===== src/rtl/rr_encoder_pkg.sv =====
// Shared types and helpers for the round-robin encoder.
package rr_encoder_pkg;

  // Output slot occupancy; valid_o is a decode of this state.
  typedef enum logic {
    EMPTY = 1'b0,
    FULL  = 1'b1
  } state_t;

  // Widest supported index width; onehot() results are sized to cover it.
  localparam int unsigned MaxInputSize = 8;
  localparam int unsigned MaxReqWidth  = 1 << MaxInputSize;

  // One-hot vector with bit idx set; all-zero when idx falls outside width.
  function automatic logic [MaxReqWidth-1:0] onehot(input int unsigned idx,
                                                    input int unsigned width);
    logic [MaxReqWidth-1:0] one;
    one = MaxReqWidth'(1);
    if (idx < width) begin
      return one << idx;
    end
    return '0;
  endfunction

endpackage


===== src/rtl/rr_encoder_if.sv =====
// Request/grant bus between requesters, the encoder and the index consumer.
interface rr_encoder_if #(
  parameter int unsigned InputSize = 5
);

  logic [(1<<InputSize)-1:0] req_i;
  logic [InputSize-1:0]      index_o;
  logic                      valid_o;
  logic                      ready_i;
  logic [(1<<InputSize)-1:0] ack_o;

  // Requesters and index consumer side.
  modport master (
    output req_i,
    output ready_i,
    input  index_o,
    input  valid_o,
    input  ack_o
  );

  // Encoder side.
  modport slave (
    input  req_i,
    input  ready_i,
    output index_o,
    output valid_o,
    output ack_o
  );

endinterface


===== src/rtl/rr_encoder_priority_encoder.sv =====
// Combinational lowest-set-bit-first encoder.
module priority_encoder #(
  parameter int unsigned InputSize = 5
) (
  input  logic [(1<<InputSize)-1:0] data_i,
  output logic [InputSize-1:0]      data_o,
  output logic                      found_o
);

  localparam int unsigned Width = 1 << InputSize;

  // Scan upward; the first set bit wins and later bits are ignored.
  always_comb begin
    data_o  = '0;
    found_o = 1'b0;
    for (int unsigned i = 0; i < Width; i++) begin
      if (!found_o && data_i[i]) begin
        data_o  = InputSize'(i);
        found_o = 1'b1;
      end
    end
  end

endmodule


===== src/rtl/rr_encoder.sv =====
// Round-robin 2^n-to-n encoder with a registered valid/ready index slot
// and a one-cycle one-hot acknowledge back to the winning requester.
module rr_encoder
  import rr_encoder_pkg::*;
#(
  parameter int unsigned InputSize = 5
) (
  input  logic        clk_i,
  input  logic        rst_ni,
  rr_encoder_if.slave bus
);

  localparam int unsigned ReqWidth = 1 << InputSize;

  state_t                 state;
  logic [InputSize-1:0]   ptr;
  logic [InputSize-1:0]   index_q;
  logic [ReqWidth-1:0]    ack_q;

  logic                   cap;
  logic [ReqWidth-1:0]    eff;
  logic [2*ReqWidth-1:0]  eff_dbl;
  logic [ReqWidth-1:0]    eff_rot;
  logic [InputSize-1:0]   enc_idx;
  logic                   found;
  logic [InputSize-1:0]   winner;
  logic [MaxReqWidth-1:0] ack_full;
  logic [ReqWidth-1:0]    ack_next;

  // Capture whenever the slot is free or is being consumed this cycle.
  assign cap = (state == EMPTY) | ((state == FULL) & bus.ready_i);

  // The requester being acked cannot have dropped req yet, so mask it out.
  assign eff = bus.req_i & ~ack_q;

  // Rotate right by ptr so the encoder's bit 0 is the highest-priority line;
  // the doubled vector makes the wrap-around a plain shift.
  assign eff_dbl = {eff, eff} >> ptr;
  assign eff_rot = eff_dbl[ReqWidth-1:0];

  priority_encoder #(
    .InputSize (InputSize)
  ) u_prio (
    .data_i  (eff_rot),
    .data_o  (enc_idx),
    .found_o (found)
  );

  // Undo the rotation; InputSize-bit addition gives the mod 2^n wrap.
  assign winner   = enc_idx + ptr;
  assign ack_full = onehot(32'(winner), ReqWidth);
  assign ack_next = ack_full[ReqWidth-1:0];

  // Slot state, rotating pointer, held index and single-cycle ack pulse.
  always_ff @(posedge clk_i or negedge rst_ni) begin
    if (!rst_ni) begin
      state   <= EMPTY;
      ptr     <= '0;
      index_q <= '0;
      ack_q   <= '0;
    end else begin
      ack_q <= '0;
      if (cap) begin
        if (found) begin
          state   <= FULL;
          index_q <= winner;
          ack_q   <= ack_next;
          ptr     <= winner + InputSize'(1);
        end else begin
          state <= EMPTY;
        end
      end
    end
  end

  assign bus.index_o = index_q;
  assign bus.valid_o = (state == FULL);
  assign bus.ack_o   = ack_q;

endmodule


===== src/flat_wrapper.sv =====
// flat-port wrapper written by rule: the top's interface ports become plain ports
module rr_encoder_flat import rr_encoder_pkg::*;
#(
  parameter int unsigned InputSize = 5
)
  (clk_i, rst_ni, bus_req_i, bus_ready_i, bus_index_o, bus_valid_o, bus_ack_o);
  rr_encoder_if #(.InputSize(InputSize)) bus_i ();
  input  logic clk_i;
  input  logic rst_ni;
  input wire logic [$bits(bus_i.req_i)-1:0] bus_req_i;
  input wire logic [$bits(bus_i.ready_i)-1:0] bus_ready_i;
  output wire logic [$bits(bus_i.index_o)-1:0] bus_index_o;
  output wire logic [$bits(bus_i.valid_o)-1:0] bus_valid_o;
  output wire logic [$bits(bus_i.ack_o)-1:0] bus_ack_o;
  assign bus_i.req_i = bus_req_i;
  assign bus_i.ready_i = bus_ready_i;
  assign bus_index_o = bus_i.index_o;
  assign bus_valid_o = bus_i.valid_o;
  assign bus_ack_o = bus_i.ack_o;
  rr_encoder #(.InputSize(InputSize)) u_core (.clk_i(clk_i), .rst_ni(rst_ni), .bus(bus_i));
endmodule

===== config.mk =====
export PLATFORM = sky130hd
export DESIGN_NAME = rr_encoder_flat
export DESIGN_NICKNAME = d
export VERILOG_FILES = /design/src/rtl/rr_encoder_pkg.sv /design/src/rtl/rr_encoder_if.sv /design/src/rtl/rr_encoder_priority_encoder.sv /design/src/rtl/rr_encoder.sv /design/src/flat_wrapper.sv
export SDC_FILE = /design/constraint.sdc
export NUM_CORES = 1
export LEC_CHECK = 0
export ABC_AREA = 1
export CAP_MARGIN = 30
export CORE_MARGIN = 10
export CORE_UTILIZATION = 52
export CTS_BUF_LIST = sky130_fd_sc_hd__clkbuf_8
export DETAILED_ROUTE_END_ITERATION = 8
export PLACE_DENSITY = 0.89
export SLEW_MARGIN = 20
export SYNTH_ARGS = -nofsm -noshare
export SYNTH_HDL_FRONTEND = slang
export SYNTH_HIERARCHICAL = 1
export SYNTH_SLANG_ARGS = --single-unit

===== constraint.sdc =====
create_clock -name clk_i -period 12.3 [get_ports clk_i]
set_clock_uncertainty 0.15 [all_clocks]
set_input_delay 2.46 -clock clk_i [delete_from_list [all_inputs] [get_ports clk_i]]
set_output_delay 2.46 -clock clk_i [all_outputs]
set_load 0.005 [all_outputs]

==> impl_results.md <==
- Outcome: completed
- Post-synthesis sequential area ratio: ~24%
- DRC errors left: 0
- Largest net degree at the start of global routing: 44
- Wirelength per Cell: approximately 21 um
- Fmax: about 140 MHz
- Latest clock arrival within the worst-skew pair: roughly 300 ps
- HP Class: reg -> reg
- Fin. Hold Viols: 0
- DP Wirelength: 14000 um
- Grt ovf: 0
- Clock Path Buffers: 2
- Setup Fix Bufs, Post-CTS: 0
- CP startpoint kind: input port
- N_diodes: 0
- Final GP Congestion: 0.998
- Cell repeated most along the worst path: nand3_1
- Synth warn: 6
- Post-synth EDFFs: 0
- Core footprint: between 0.008 and 0.009 mm2
- CTS Buf Count: 5
- Top cells by count, synth: 331 x nand3_1, 73 x nand2_1, 71 x inv_1
- Die area: 0.0126 mm2
- Ys flop type: dfrtp_1
- Most frequent cell after synthesis: nand3_1
- Yosys top cell area share: 37.6%
- Tmin final: 7150 ps
- Least-Margin Pin Slew: between 500 and 600 ps
- Crit-path max FO: 17
- Fraction of registers with async set or reset after synthesis: between 90% and 100%
- Htree depth: 2
- Slowest stage cell, crit path: clkdlybuf4s50_1
- Post-synth top area cell: nand3_1
- Initial antenna violation count: 0
- Share of layout cells above drive strength 1: under 10%
- CP peak stage delay: between 400 and 500 ps
- FF-to-FF setup slack: around 6700 ps
- Leading post-synthesis cells by cell area: nand3_1 38%, dfrtp_1 24%, nand2_1 6.2%
- RSZ-0062 raised after global routing: no
- Cells after synthesis: between 600 and 700
- Hold_ws: 355 ps
- Rows: 33
- Relative slew slack: around 64%
- CTS tree: yes
- CTS sink cnt: 43
- Via count: 5463
- Fillers: around 730
- Die Ht: roughly 110 um
- Clk root buf: clkbuf_8
- Vias in the first global route: ~5000
- Drt via density: ~6.4
- Period utilization: 58.2%
- FF+latch count, synth: 43
- Starting Density: 53.7%
- I/O pins: 73
- Area growth, synth to finish: 21.6%
- Clock-pin slew on the worst setup and hold paths: about 90 ps
- Max cap viols: 0
- # setup viols final: 0
- Chip width: ~110 um
- Syn_nets: 740
- Final #Nets: between 700 and 800
- Total track usage: 26.7%
- Synth unique cells: 44
- Post-cts resize count: 0
- Global-route wire length before repair: about 27000 um
- Post-Route Setup TNS: 0 ps
- Routed WL: 17600 um
- Synth Area per Inst: roughly 6.3 um2
- Endpoint type of the worst setup path: flip-flop
- DP Area: between 0.005 and 0.006 mm2
- Finished Cell Area: ~0.0054 mm2
- CP required: 12330 ps
- Starting DRT DRC Count: slightly below 800
- Setup CP Type: in -> reg
- Syn Std Cell Area: 0.00441 mm2
- CTS Hold Bufs: 0
- Antenna Nets Post-Route: 0
- Port Buffers: 72
- Crit path DAT: ~7200 ps
- Max-slew violation count: 0
- DRT Pass-1 Iters: 7
final timing paths:
| path | from | to | cells past startpoint |
|---|---|---|---|
| max in group asynchronous | rst_ni | u_core/bus.ack_o[11]$_DFF_PN0_ | 2 |
| hold / removal | u_core/bus.index_o[4]$_DFFE_PN0P_ | u_core/bus.index_o[4]$_DFFE_PN0P_ | 2 |
| setup reg to reg | u_core/ptr[1]$_DFFE_PN0P_ | u_core/bus.index_o[4]$_DFFE_PN0P_ | 34 |
| setup / recovery | bus_req_i[31] | u_core/bus.index_o[4]$_DFFE_PN0P_ | 33 |
| min in group asynchronous | rst_ni | u_core/bus.valid_o$_DFFE_PN0N_ | 1 |
| hold reg to reg | u_core/bus.index_o[4]$_DFFE_PN0P_ | u_core/bus.index_o[4]$_DFFE_PN0P_ | 2 |
metrics by stage:
step | cells | worst slack [ps] | utilization, %
after global placement | 843 | 5040 | 62.1
after floorplan | 699 | 5980 | -
final | 856 | 5150 | 65.3
after CTS | 852 | 5260 | 64.2
after detailed placement | 844 | 4950 | 62.5
after global routing | 856 | 4750 | 65.3
worst max-delay path, delay by kind of cell:
| family | cells | cell delay (ps) |
|---|---|---|
| fa+ha+maj | 2 | 560 |
| buf+inv | 2 | 500 |
| simple gates | 29 | 3660 |
state kept, by name, summed over array words and instances (netlist names):
signal / count
u_core/bus.ack_o: 32
u_core/bus.index_o: 5
u_core/ptr: 5
u_core/bus.valid_o: 1
kinds of logic after synthesis:
kind of cell / after synthesis / share of synthesized area, %
and+or+nand+nor: 499 / 57.2
buffers and inverters: 119 / 11.5
DFF: 43 / 24.4
AOI/OAI and AO/OA: 30 / 4.28
adders and majority gates: 6 / 1.87
xor gates and xnor gates: 2 / 0.738
cells in the final DEF, fill, tap and decap left out, types with 2 or more instances in the layout:
| cell | netlist | routed |
|---|---|---|
| clkdlybuf4s50_1 | 0 | 71 |
| bufinv_16 | 0 | 2 |
| inv_1 | 71 | 71 |
| a41o_1 | 2 | 2 |
| nand2_4 | 2 | 2 |
| nand4_1 | 11 | 11 |
| nor2_1 | 46 | 46 |
| nand4_4 | 3 | 3 |
| nor3_1 | 2 | 2 |
| nand4_2 | 2 | 2 |
| nand2_1 | 73 | 73 |
| nor2_2 | 13 | 13 |
| inv_2 | 7 | 7 |
| nand2_2 | 3 | 3 |
| buf_4 | 4 | 5 |
| clkbuf_8 | 0 | 5 |
| buf_16 | 0 | 3 |
| dfrtp_1 | 43 | 43 |
| nand3b_1 | 2 | 2 |
| a21oi_1 | 8 | 8 |
| o21ai_0 | 10 | 10 |
| nand3_1 | 331 | 331 |
| nor2_4 | 7 | 7 |
| ha_1 | 5 | 5 |
per-layer routing:
metal | GRT usage [%] | vias up | part of all wire [%]
li1 | - | 2516 | -
met1 | 33.6 | 2546 | 39
met2 | 43.8 | 347 | 46
met3 | 6.12 | 54 | 11
met4 | 9.31 | 0 | 3.9
met5 | 0 | - | 0
area by class of cell:
class | count | area [um2] | area share [%]
Multi-Input combinational cell | 537 | 2830 | 52.7
Sequential cell | 43 | 1080 | 20.1
Timing Repair Buffer | 82 | 871 | 16.2
Inverter | 81 | 319 | 5.95
Tap cell | 105 | 131 | 2.45
Clock inverter | 3 | 71.3 | 1.33
Clock buffer | 5 | 68.8 | 1.28
Power is not shown: default switching activity piles up to over one toggle a cycle in this logic, so the estimate is an artifact.
